**src/rtl/sistema_pkg.sv**
```systemverilog
// Shared types and constants for the sequential 4-bit calculator: FSM states,
// enable patterns, operation codes and the 7-segment decoder.
package sistema_pkg;

  typedef enum logic [1:0] {
    CARREGA_A = 2'b00,
    CARREGA_B = 2'b01,
    OPERA     = 2'b10,
    MOSTRA    = 2'b11
  } estado_t;

  localparam logic [2:0] HAB_A    = 3'b001;
  localparam logic [2:0] HAB_B    = 3'b010;
  localparam logic [2:0] HAB_OP   = 3'b100;
  localparam logic [2:0] HAB_NONE = 3'b000;

  localparam logic OP_SOMA = 1'b0;
  localparam logic OP_MULT = 1'b1;

  localparam logic [6:0] SEG_BLANK = 7'b1111111;

  // Active-low segments, bit6..0 = g..a
  function automatic logic [6:0] hex7seg(input logic [3:0] n);
    logic [6:0] s;
    case (n)
      4'h0: s = 7'b1000000;
      4'h1: s = 7'b1111001;
      4'h2: s = 7'b0100100;
      4'h3: s = 7'b0110000;
      4'h4: s = 7'b0011001;
      4'h5: s = 7'b0010010;
      4'h6: s = 7'b0000010;
      4'h7: s = 7'b1111000;
      4'h8: s = 7'b0000000;
      4'h9: s = 7'b0010000;
      4'hA: s = 7'b0001000;
      4'hB: s = 7'b0000011;
      4'hC: s = 7'b1000110;
      4'hD: s = 7'b0100001;
      4'hE: s = 7'b0000110;
      default: s = 7'b0001110;
    endcase
    return s;
  endfunction

endpackage

```
**src/rtl/sistema_opera.sv**
```systemverilog
// Arithmetic unit: single-cycle add or 4-cycle shift-add multiply (LSB of b
// first) while start is held; owns the result register.
module sistema_opera
  import sistema_pkg::*;
(
  input  logic       clk,
  input  logic       rst,
  input  logic       start,
  input  logic       op,
  input  logic [3:0] a,
  input  logic [3:0] b,
  output logic       done,
  output logic [7:0] result
);

  logic [1:0] cnt;
  logic [7:0] acc;
  logic [7:0] partial;
  logic [7:0] sum;

  always_comb begin
    partial = acc + (b[cnt] ? ({4'b0000, a} << cnt) : 8'h00);
    sum     = {3'b000, {1'b0, a} + {1'b0, b}};
    done    = start && ((op == OP_SOMA) || (cnt == 2'd3));
  end

  always_ff @(posedge clk) begin
    if (rst) begin
      cnt    <= 2'd0;
      acc    <= 8'h00;
      result <= 8'h00;
    end else if (start) begin
      if (op == OP_SOMA) begin
        result <= sum;
      end else if (cnt == 2'd3) begin
        result <= partial;
        cnt    <= 2'd0;
        acc    <= 8'h00;
      end else begin
        acc <= partial;
        cnt <= cnt + 2'd1;
      end
    end else begin
      // Idle: keep the multiplier ready to start from bit 0.
      cnt <= 2'd0;
      acc <= 8'h00;
    end
  end

endmodule

```
**src/rtl/sistema_calc.sv**
```systemverilog
// Top level: control FSM, operand registers, show counter and hex displays.
// Define SISTEMA_BLANK_EN to blank both digits outside the MOSTRA state.
module sistema_calc
  import sistema_pkg::*;
#(
  parameter int SHOW_CYCLES = 8
) (
  input  logic       clk,
  input  logic       rst,
  input  logic [3:0] A,
  input  logic [3:0] B,
  input  logic       Funcao,
  output logic [6:0] Hex1,
  output logic [6:0] Hex0,
  output logic [2:0] habilita,
  output logic [1:0] estado,
  output logic       sFimA,
  output logic       sFimB,
  output logic       sFimOp
);

  localparam int CNT_W = $clog2(SHOW_CYCLES + 1);
  localparam logic [CNT_W-1:0] SHOW_LAST = CNT_W'(SHOW_CYCLES - 1);

  estado_t          estado_q, estado_n;
  logic [3:0]       reg_a, reg_b;
  logic             op;
  logic [CNT_W-1:0] show_cnt;
  logic             op_done;
  logic [7:0]       result;

  assign estado = estado_q;

  sistema_opera u_opera (
    .clk    (clk),
    .rst    (rst),
    .start  (estado_q == OPERA),
    .op     (op),
    .a      (reg_a),
    .b      (reg_b),
    .done   (op_done),
    .result (result)
  );

  always_ff @(posedge clk) begin
    if (rst) estado_q <= CARREGA_A;
    else     estado_q <= estado_n;
  end

  always_comb begin
    estado_n = estado_q;
    habilita = HAB_NONE;
    case (estado_q)
      CARREGA_A: begin
        habilita = HAB_A;
        estado_n = CARREGA_B;
      end
      CARREGA_B: begin
        habilita = HAB_B;
        estado_n = OPERA;
      end
      OPERA: begin
        habilita = HAB_OP;
        if (op_done) estado_n = MOSTRA;
      end
      default: begin
        if (show_cnt == SHOW_LAST) estado_n = CARREGA_A;
      end
    endcase
  end

  always_ff @(posedge clk) begin
    if (rst) begin
      reg_a    <= 4'h0;
      reg_b    <= 4'h0;
      op       <= OP_SOMA;
      sFimA    <= 1'b0;
      sFimB    <= 1'b0;
      sFimOp   <= 1'b0;
      show_cnt <= '0;
    end else begin
      case (estado_q)
        CARREGA_A: begin
          reg_a  <= A;
          sFimA  <= 1'b1;
          sFimB  <= 1'b0;
          sFimOp <= 1'b0;
        end
        CARREGA_B: begin
          reg_b <= B;
          op    <= Funcao;
          sFimB <= 1'b1;
        end
        OPERA: begin
          if (op_done) sFimOp <= 1'b1;
        end
        default: begin
          show_cnt <= (show_cnt == SHOW_LAST) ? '0 : show_cnt + CNT_W'(1);
        end
      endcase
    end
  end

`ifdef SISTEMA_BLANK_EN
  assign Hex1 = (estado_q == MOSTRA) ? hex7seg(result[7:4]) : SEG_BLANK;
  assign Hex0 = (estado_q == MOSTRA) ? hex7seg(result[3:0]) : SEG_BLANK;
`else
  assign Hex1 = hex7seg(result[7:4]);
  assign Hex0 = hex7seg(result[3:0]);
`endif

endmodule

```
**config.mk**
```make
export PLATFORM = sky130hd
export DESIGN_NAME = sistema_calc
export DESIGN_NICKNAME = d
export VERILOG_FILES = /design/src/rtl/sistema_pkg.sv /design/src/rtl/sistema_opera.sv /design/src/rtl/sistema_calc.sv
export SDC_FILE = /design/constraint.sdc
export NUM_CORES = 1
export LEC_CHECK = 0
export CAP_MARGIN = 20
export CORE_ASPECT_RATIO = 1.2
export CORE_UTILIZATION = 63
export CTS_BUF_LIST = sky130_fd_sc_hd__clkbuf_8 sky130_fd_sc_hd__clkbuf_16
export CTS_CLUSTER_SIZE = 16
export DETAILED_ROUTE_END_ITERATION = 6
export DONT_BUFFER_PORTS = 1
export HOLD_SLACK_MARGIN = 0.15
export PLACE_DENSITY = 0.88
export SKIP_CTS_REPAIR_TIMING = 1
export SYNTH_ARGS = -nofsm -noshare
export SYNTH_HDL_FRONTEND = slang
export SYNTH_HIERARCHICAL = 1
export SYNTH_SLANG_ARGS = --single-unit
export TNS_END_PERCENT = 30
```
**constraint.sdc**
```tcl
create_clock -name clk -period 2.6 [get_ports clk]
set_input_delay 0.52 -clock clk [delete_from_list [all_inputs] [get_ports clk]]
set_output_delay 0.52 -clock clk [all_outputs]
set_load 0.1 [all_outputs]
```
==> results of run 1 <==
## report_power, final
group	switching, mW	internal, mW	leakage, nW
sequential	0.114	0.626	0.294
clock	0.186	0.178	0.0452
combinational	1.02	0.402	0.892
total	1.32	1.21	1.23
## worst paths after layout
| path | startpoint | to | slack [ns] | cells after the start |
|---|---|---|---|---|
| max | u_opera/result[0] | Hex0[3] | 0.1 | 4 |
| min | rst | show_cnt[3] | 0.29 | 1 |
| max reg2reg | u_opera/cnt[1] | u_opera/acc[6] | 0.24 | 8 |
| min reg2reg | show_cnt[3] | show_cnt[3] | 0.47 | 2 |
## state kept, by name (all words and copies together), names as in the netlist
name	count
op	1
estado	2
u_opera/cnt	2
show_cnt	4
sFimB	1
u_opera/result	8
reg_b	4
sFimA	1
reg_a	4
sFimOp	1
u_opera/acc	8
## cell usage in the layout, fill, tap and decap left out, drive strengths merged, types with 8 or more instances in the layout
cell type / n
nand3: 8
mux2i: 24
o21ai: 14
a21oi: 21
nor2: 33
inv: 20
ha: 31
dfxtp: 36
nor2b: 10
buf: 24
nand2: 25
nand2b: 10
## layout make-up
| cell class | instances | share of cell area |
|---|---|---|
| clock buffer | 5 | 0.02272 |
| clock inverter | 2 | 0.002891 |
| timing repair buffer | 24 | 0.06361 |
| inverter | 20 | 0.02644 |
| sequential | 36 | 0.2392 |
| tap | 54 | 0.02230 |
| multi-input combinational | 243 | 0.6229 |
## critical path, delay by kind of cell, from the launching register on
kind                       cells  cell delay, ns
muxes                          1            0.72
buffers and inverters          2            0.20
DFF                            1            0.47
adders and majority gates      1            0.30
## metrics by stage
stage / std cells / cell area (um^2)
global placement: 377 / 2950
finish: 384 / 3029
CTS: 384 / 3028
floorplan: 315 / 2744
detailed placement: 377 / 2950
global route: 384 / 3029
## cell families after synthesis
logic type                 synth area share
muxes                                0.1214
AOI/OAI and AO/OA                    0.1605
buffers and inverters               0.06758
DFF                                  0.2648
xor gates and xnor gates            0.01288
and+or+nand+nor                      0.2156
adders and majority gates            0.1572
## per-layer routing
layer / share of wire / wire length, um / up-vias
li1: - / - / 1127
met2: 0.51 / 2775 / 48
met5: 0 / 0 / -
met1: 0.43 / 2366 / 1062
met4: 0.014 / 77 / 0
met3: 0.043 / 234 / 11
==> impl_metrics.csv, run 1 <==
group,metric,value,unit
critical_path,crit_path_top_delay_cell,"mux4_2",
sta,rsz0062_at_grt,"no",
sta,period_needed,2.500,ns
cts,cts_root_buf,"clkbuf_8",
grt,grt_antenna_before_repair,0,
critical_path,path_max_fanout,8,
drt,routed_wl,5454,um
logic_synthesis,ys_seq_area_frac,0.2648,
drt,drt-pass1-iter-count,4,
floorplanning,core_area,4035,um^2
critical_path,path_class,"reg2out",
finish,diodes,0,
logic_synthesis,synth_top_area_frac,0.2648,
finish,fillers,288,
cts,cts_buffers,5,
finish,seqCellArea,724.4,um^2
finish,multi_input_area,1887,um^2
grt,grt_max_degree,30,
critical_path,worst_path_most_repeated_cell,"inv_1",
drt,num_vias,2248,
cts,cts.sinks,36,
cts,clk_latency,0.29,ns
logic_synthesis,synth_area,2721,um^2
floorplanning,die-area,4587,um^2
logic_synthesis,synth_top_area_cell,"dfxtp_1",
finish,nets,374,
floorplanning,die_y,74.00,um
placed_design,place.gp.congestion,0.8897,
logic_synthesis,syn_nets,359,
sta,setup_viol,0,
critical_path,crit_required,2.08,ns
floorplanning,io-pin-count,33,
logic_synthesis,netlist_top_cells_count,"dfxtp_1, nor2_1, ha_1",
hold_path,hold_class,"in2reg",
grt,grtUsageMet1,0.3063,
logic_synthesis,syn_inst,315,
grt,grt_pass1_vias,2040,
cts,clk_pin_slew,0.07,ns
drt,vias_per_cell,5.854,
sta,drv_slew,0,
sta,hold_viol_final,0,
grt,grt_overflow,0,
logic_synthesis,yosysMostFrequentCell,"dfxtp_1",
outcome,outcome,"finished, final reports clean",
drt,ant_nets,0,
sta,fin_skew,0.006893,ns
drt,drt_iter0_drc,81,
grt,busiest_layer,"met2",
finish,area_delta_synth_final,11.31,%
placed_design,portBuffers,0,
finish,drive_gt1_frac,0.2000,
sta,period_share,0.9617,
pwr,irDropWorstVdd,0.0007878,V
critical_path,worst_setup_path_end_kind,"output port",
placed_design,hpwl,4105,um
drt,wl_per_cell,14.20,um
critical_path,cp_slowest_stage_delay,0.72,ns
sta,slew_headroom,0.6040,
logic_synthesis,synth_area_per_cell,8.639,um^2
logic_synthesis,ys.flop_type,"dfxtp_1",
grt,grt_use_met3,0.05913,
floorplanning,die_x,62.00,um
grt,use_met2,0.4385,
pwr,total_power,2.523,mW
sta,layout_setup_ws,0.09952,ns
critical_path,worstPathCellList,"inv_1 -> ha_1 -> inv_1 -> mux4_2",
cts,cts_tree,"built",
logic_synthesis,synthArstFlopShare,0,
placed_design,post-place-ws,0.1632,ns
logic_synthesis,ys_ff_latch,36,
sta,hold-worst-slack,0.2867,ns
floorplanning,start_util,0.6744,
logic_synthesis,synth_edf_count,0,
pwr,p_leak,1.231,nW
floorplanning,std_cell_rows,25,
logic_synthesis,ys_types,61,
logic_synthesis,yosysWarnings,6,
critical_path,cp-start-kind,"register",
sta,tightestPinTransition,0.5932,ns
pwr,power_per_cell_area,832.9,nW/um^2
cts,clockBufferDepth,2,
drt,drc_errors,0,
sta,tns,0,ns
sta,achievable-frequency,399.9,MHz
logic_synthesis,synth_area_leaders,"dfxtp_1, ha_1, mux2i_1",
critical_path,worstPathArrival,1.98,ns
grt,grt_pass1_wl,8769,um
run,maxCapViolCount,0,
grt,grt_usage,0.2560,
cts,cts_max_level,2,
finish,fin_util,0.7507,
(Power assumes the default switching activity.)
==> inputs of run 2 (changes only) <==
--- a/config.mk
+++ b/config.mk
@@ -7,6 +7,7 @@
 export LEC_CHECK = 0
 export CAP_MARGIN = 20
 export CORE_ASPECT_RATIO = 1.2
+export CORE_MARGIN = 2
 export CORE_UTILIZATION = 63
 export CTS_BUF_LIST = sky130_fd_sc_hd__clkbuf_8 sky130_fd_sc_hd__clkbuf_16
 export CTS_CLUSTER_SIZE = 16
==> impl_metrics.csv, run 2 (synthesis gave the netlist of run 1 again) <==
group,metric,value,unit
outcome,outcome,"finished, final reports clean",
critical_path,cp-start-kind,"register",
sta,drv_slew,0,
grt,grt_overflow,0,
cts,cts_max_level,2,
sta,tns,0,ns
drt,routed_wl,5500,um
run,maxCapViolCount,0,
drt,drc_errors,0,
grt,grt_pass1_wl,9556,um
drt,drt_iter0_drc,60,
critical_path,worst_setup_path_end_kind,"output port",
hold_path,hold_class,"in2reg",
floorplanning,std_cell_rows,26,
sta,fin_skew,0.006078,ns
grt,grt_antenna_before_repair,0,
floorplanning,core_area,4197,um^2
grt,grt_usage,0.2417,
drt,vias_per_cell,5.793,
grt,grt_use_met3,0.05022,
critical_path,crit_path_top_delay_cell,"mux4_2",
drt,drt-pass1-iter-count,4,
floorplanning,die_y,76.00,um
pwr,p_int,1.260,mW
drt,num_vias,2242,
pwr,power_per_cell_area,845.7,nW/um^2
critical_path,path_class,"reg2out",
cts,clk_latency,0.30,ns
pwr,pwr-share-clk,0.158,
grt,grtUsageMet1,0.2992,
grt,busiest_layer,"met2",
floorplanning,start_util,0.6485,
cts,cts_buffers,5,
critical_path,worstPathArrival,1.99,ns
sta,period_share,0.9656,
critical_path,cp_slowest_stage_delay,0.72,ns
cts,clockBufferDepth,2,
cts,clk_pin_slew,0.07,ns
sta,period_needed,2.511,ns
critical_path,worst_path_most_repeated_cell,"inv_1",
finish,layout_common_cells,"nor2_1, dfxtp_1, ha_1",
sta,achievable-frequency,398.3,MHz
grt,use_met2,0.4198,
drt,ant_nets,0,
pwr,irDropWorstVdd,0.0007542,V
pwr,p_sw_frac,0.5140,
grt,grt_max_degree,30,
finish,reg.largest.list,"u_opera/acc (8), u_opera/result (8)",
finish,area_delta_synth_final,12.60,%
critical_path,worstPathCellList,"inv_1 -> ha_1 -> inv_1 -> mux4_2",
critical_path,crit_required,2.08,ns
critical_path,path_max_fanout,8,
placed_design,portBuffers,0,
finish,fin_util,0.7302,
pwr,pwr-share-seq,0.285,
pwr,combPwrFrac,0.557,
cts,cts.sinks,36,
floorplanning,die_x,64.00,um
placed_design,place.gp.congestion,0.9548,
floorplanning,die-area,4863,um^2
grt,grt_pass1_vias,2107,
sta,slew_headroom,0.5993,
sta,tightestPinTransition,0.6002,ns
finish,nets,374,
finish,diodes,0,
sta,hold_viol_final,0,
pwr,p_leak,1.250,nW
sta,rsz0062_at_grt,"no",
pwr,switchingPower,1.332,mW
drt,wl_per_cell,14.21,um
floorplanning,io-pin-count,33,
finish,drive_gt1_frac,0.2085,
sta,setup_viol,0,
cts,cts_root_buf,"clkbuf_8",
placed_design,hpwl,4122,um
cts,cts_tree,"built",
run 2: cell types whose count changed in the layout (fill, tap and decap cells not counted):
cell,before,now
buf_4,23,22
o311ai_1,0,1
inv_1,19,18
clkinv_2,1,2
nor3_2,0,1
o311ai_0,1,0
buf_12,1,2
nor3_1,5,4
clkbuf_8,5,6
run 2: area by class of cell:
class | instances | area, um^2
Tap cell | 56 | 70.07
Timing Repair Buffer | 24 | 205.2
Sequential cell | 36 | 724.4
Fill cell | 330 | 1132
Inverter | 20 | 80.08
Clock inverter | 2 | 10.01
Multi-Input combinational cell | 243 | 1892
Clock buffer | 6 | 82.58
run 2: metal layers:
metal  vias to the layer above  routed length [um]
li1                       1127                   -
met1                      1067                2372
met3                         5                 239
met4                         0                  60
met2                        43                2828
met5                         -                   0
run 2: metrics by stage:
stage,cells,worst slack [ns],hold slack [ns],total power [mW],instance area (um^2)
2_1_floorplan,315,-0.1518,0.4468,1.920,2744
3_3_place_gp,379,0.1974,0.4570,2.159,2965
4_1_cts,387,0.05864,0.2733,2.599,3058
5_1_grt,387,0.001647,0.2634,2.712,3064
6_report,387,0.08945,0.2774,2.592,3064
3_5_place_dp,379,0.1361,0.4592,2.192,2965
run 2: worst max-delay path, delay by kind of cell, from the launching register on:
kind / cells / cell delay, ns
muxes: 1 / 0.72
DFF: 1 / 0.47
adders and majority gates: 1 / 0.31
buffers and inverters: 2 / 0.20
run 2: final timing paths:
kind	start	endpoint	slack, ns	cells past startpoint
setup / recovery	u_opera/result[0]	Hex0[3]	0.09	4
hold / removal	rst	show_cnt[3]	0.28	1
setup reg to reg	u_opera/cnt[1]	u_opera/acc[7]	0.19	8
hold reg to reg	u_opera/acc[0]	u_opera/acc[0]	0.48	2
run 2: power by group through the flow:
stage | combinational, mW | sequential, mW | clock, mW
floorplan | 1.07 | 0.850 | 0
global placement | 1.41 | 0.744 | 0
detailed placement | 1.44 | 0.750 | 0
CTS | 1.45 | 0.738 | 0.415
global route | 1.52 | 0.755 | 0.439
finish | 1.44 | 0.739 | 0.410
==> inputs of run 3 (changes only) <==
--- a/config.mk
+++ b/config.mk
@@ -8,16 +8,16 @@
 export CAP_MARGIN = 20
 export CORE_ASPECT_RATIO = 1.2
 export CORE_MARGIN = 2
-export CORE_UTILIZATION = 63
+export CORE_UTILIZATION = 55
 export CTS_BUF_LIST = sky130_fd_sc_hd__clkbuf_8 sky130_fd_sc_hd__clkbuf_16
 export CTS_CLUSTER_SIZE = 16
 export DETAILED_ROUTE_END_ITERATION = 6
 export DONT_BUFFER_PORTS = 1
 export HOLD_SLACK_MARGIN = 0.15
-export PLACE_DENSITY = 0.88
+export PLACE_DENSITY = 0.79
 export SKIP_CTS_REPAIR_TIMING = 1
 export SYNTH_ARGS = -nofsm -noshare
 export SYNTH_HDL_FRONTEND = slang
 export SYNTH_HIERARCHICAL = 1
 export SYNTH_SLANG_ARGS = --single-unit
-export TNS_END_PERCENT = 30
+export TNS_END_PERCENT = 5
==> impl_metrics.csv, run 3 (synthesis gave the netlist of run 1 again) <==
group,metric,value,unit
finish,area_delta_synth_final,12.69,%
critical_path,crit_path_top_delay_cell,"mux4_2",
grt,busiest_layer,"met2",
finish,drive_gt1_frac,0.1994,
grt,grt_antenna_before_repair,0,
finish,diodes,0,
sta,achievable-frequency,402.9,MHz
cts,cts.sinks,36,
critical_path,crit_required,2.08,ns
critical_path,worst_path_most_repeated_cell,"inv_1",
critical_path,worstPathCellList,"inv_1 -> ha_1 -> inv_1 -> mux4_2",
drt,drt_iter0_drc,86,
placed_design,dpl.cell_count,383,
critical_path,worstReg2RegEnd,"u_opera/acc[7]",
floorplanning,die_x,68.21,um
placed_design,hpwl,4181,um
critical_path,path_class,"reg2out",
cts,clockBufferDepth,2,
finish,final_cells,391,
grt,grt_usage,0.2296,
finish,layout_common_cells,"dfxtp_1, nor2_1, ha_1",
drt,vias_per_cell,5.847,
grt,grt_use_met3,0.05125,
drt,num_vias,2286,
pwr,p_leak,1.241,nW
grt,use_met2,0.3981,
cts,cts_buffers,5,
run,maxCapViolCount,0,
sta,period_needed,2.482,ns
pwr,irDropWorstVdd,0.0009199,V
sta,rsz0062_at_grt,"no",
drt,drc_errors,0,
hold_path,hold_class,"in2reg",
floorplanning,std_cell_rows,28,
floorplanning,start_util,0.5629,
critical_path,crit_buf_inv,2,
floorplanning,core_area,4835,um^2
drt,drt-pass1-iter-count,4,
cts,clk_pin_slew,0.07,ns
pwr,total_power,2.656,mW
critical_path,cp_slowest_stage_delay,0.72,ns
pwr,power_per_cell_area,866.1,nW/um^2
outcome,outcome,"finished, final reports clean",
critical_path,r2r_slack,0.23,ns
grt,grtUsageMet1,0.2591,
hold_path,worst_hold_startpoint,"rst",
critical_path,worst_setup_path_end_kind,"output port",
cts,cts_root_buf,"clkbuf_8",
critical_path,reg2reg_depth,7,
grt,grt_max_degree,30,
sta,period_share,0.9546,
drt,wl_per_cell,14.85,um
critical_path,critPathLaunch,"u_opera/result[1]",
cts,clk_latency,0.30,ns
placed_design,portBuffers,0,
critical_path,worstPathArrival,1.96,ns
drt,ant_nets,0,
hold_path,min_delay_path_depth,1,
cts,cts_tree,"built",
grt,grt_pass1_vias,2205,
sta,slew_headroom,0.6009,
sta,tightestPinTransition,0.5979,ns
drt,routed_wl,5808,um
floorplanning,die_y,81.06,um
sta,tns,0,ns
critical_path,r2r_start,"u_opera/cnt[0]",
critical_path,path_max_fanout,7,
sta,hold_viol_final,0,
critical_path,crit_family,"multiplexers",
floorplanning,io-pin-count,33,
sta,setup_viol,0,
grt,grt_overflow,0,
placed_design,place.gp.congestion,0.8800,
finish,reg.largest.list,"u_opera/acc (8), u_opera/result (8)",
hold_path,hold_end,"show_cnt[3]",
grt,grt_pass1_wl,9591,um
critical_path,cp-start-kind,"register",
sta,drv_slew,0,
finish,final_common_cell,"dfxtp_1",
finish,nets,374,
floorplanning,die-area,5529,um^2
cts,cts_max_level,2,
sta,fin_skew,0.005307,ns
==> run 3: through the flow <==
stage / setup slack (ns) / hold slack, ns / area [um^2] / utilization
global route: 0.03346 / 0.2595 / 3067 / 0.6343
CTS: 0.05340 / 0.2668 / 3064 / 0.6338
finish: 0.1181 / 0.2734 / 3067 / 0.6343
detailed placement: 0.1433 / 0.4636 / 2953 / 0.6108
floorplan: -0.2591 / 0.4468 / 2735 / -
global placement: 0.1990 / 0.4567 / 2953 / 0.6108
==> run 3: worst max path at each step <==
stage | end | slack (ns) | depth (start not counted)
after global placement | u_opera/acc[7] | 0.20 | 7
after detailed placement | u_opera/acc[6] | 0.14 | 8
after CTS | Hex0[3] | 0.05 | 4
final | Hex0[3] | 0.12 | 4
after floorplan | Hex1[0] | -0.26 | 5
after global routing | Hex0[3] | 0.03 | 4
==> run 3: layer usage <==
metal	share of wire	wire, um	up-vias
li1	-	-	1124
met1	0.40	2351	1081
met2	0.51	2983	68
met3	0.053	308	13
met4	0.028	165	0
met5	0	0	-
==> run 3: cell type report <==
cell class | count | area, um^2
clock buffer | 5 | 68.82
clock inverter | 3 | 42.54
fill | 400 | 1768
inverter | 20 | 80.08
multi-input combinational | 243 | 1884
sequential | 36 | 723.2
tap | 60 | 75.07
timing repair buffer | 24 | 192.7
==> run 3: worst register-to-register path: stages, from the launching register on <==
cell and delay [ns]:
dfxtp_2 0.47, mux4_2 0.52, and2_1 0.17, ha_1 0.35
nand2_1 0.10, o31a_2 0.36, mux2i_1 0.18, a21oi_1 0.10
==> run 3: report_power, final <==
group,internal (mW),total (mW),switching (mW)
clock,0.284,0.500,0.217
sequential,0.625,0.736,0.111
combinational,0.400,1.42,1.02
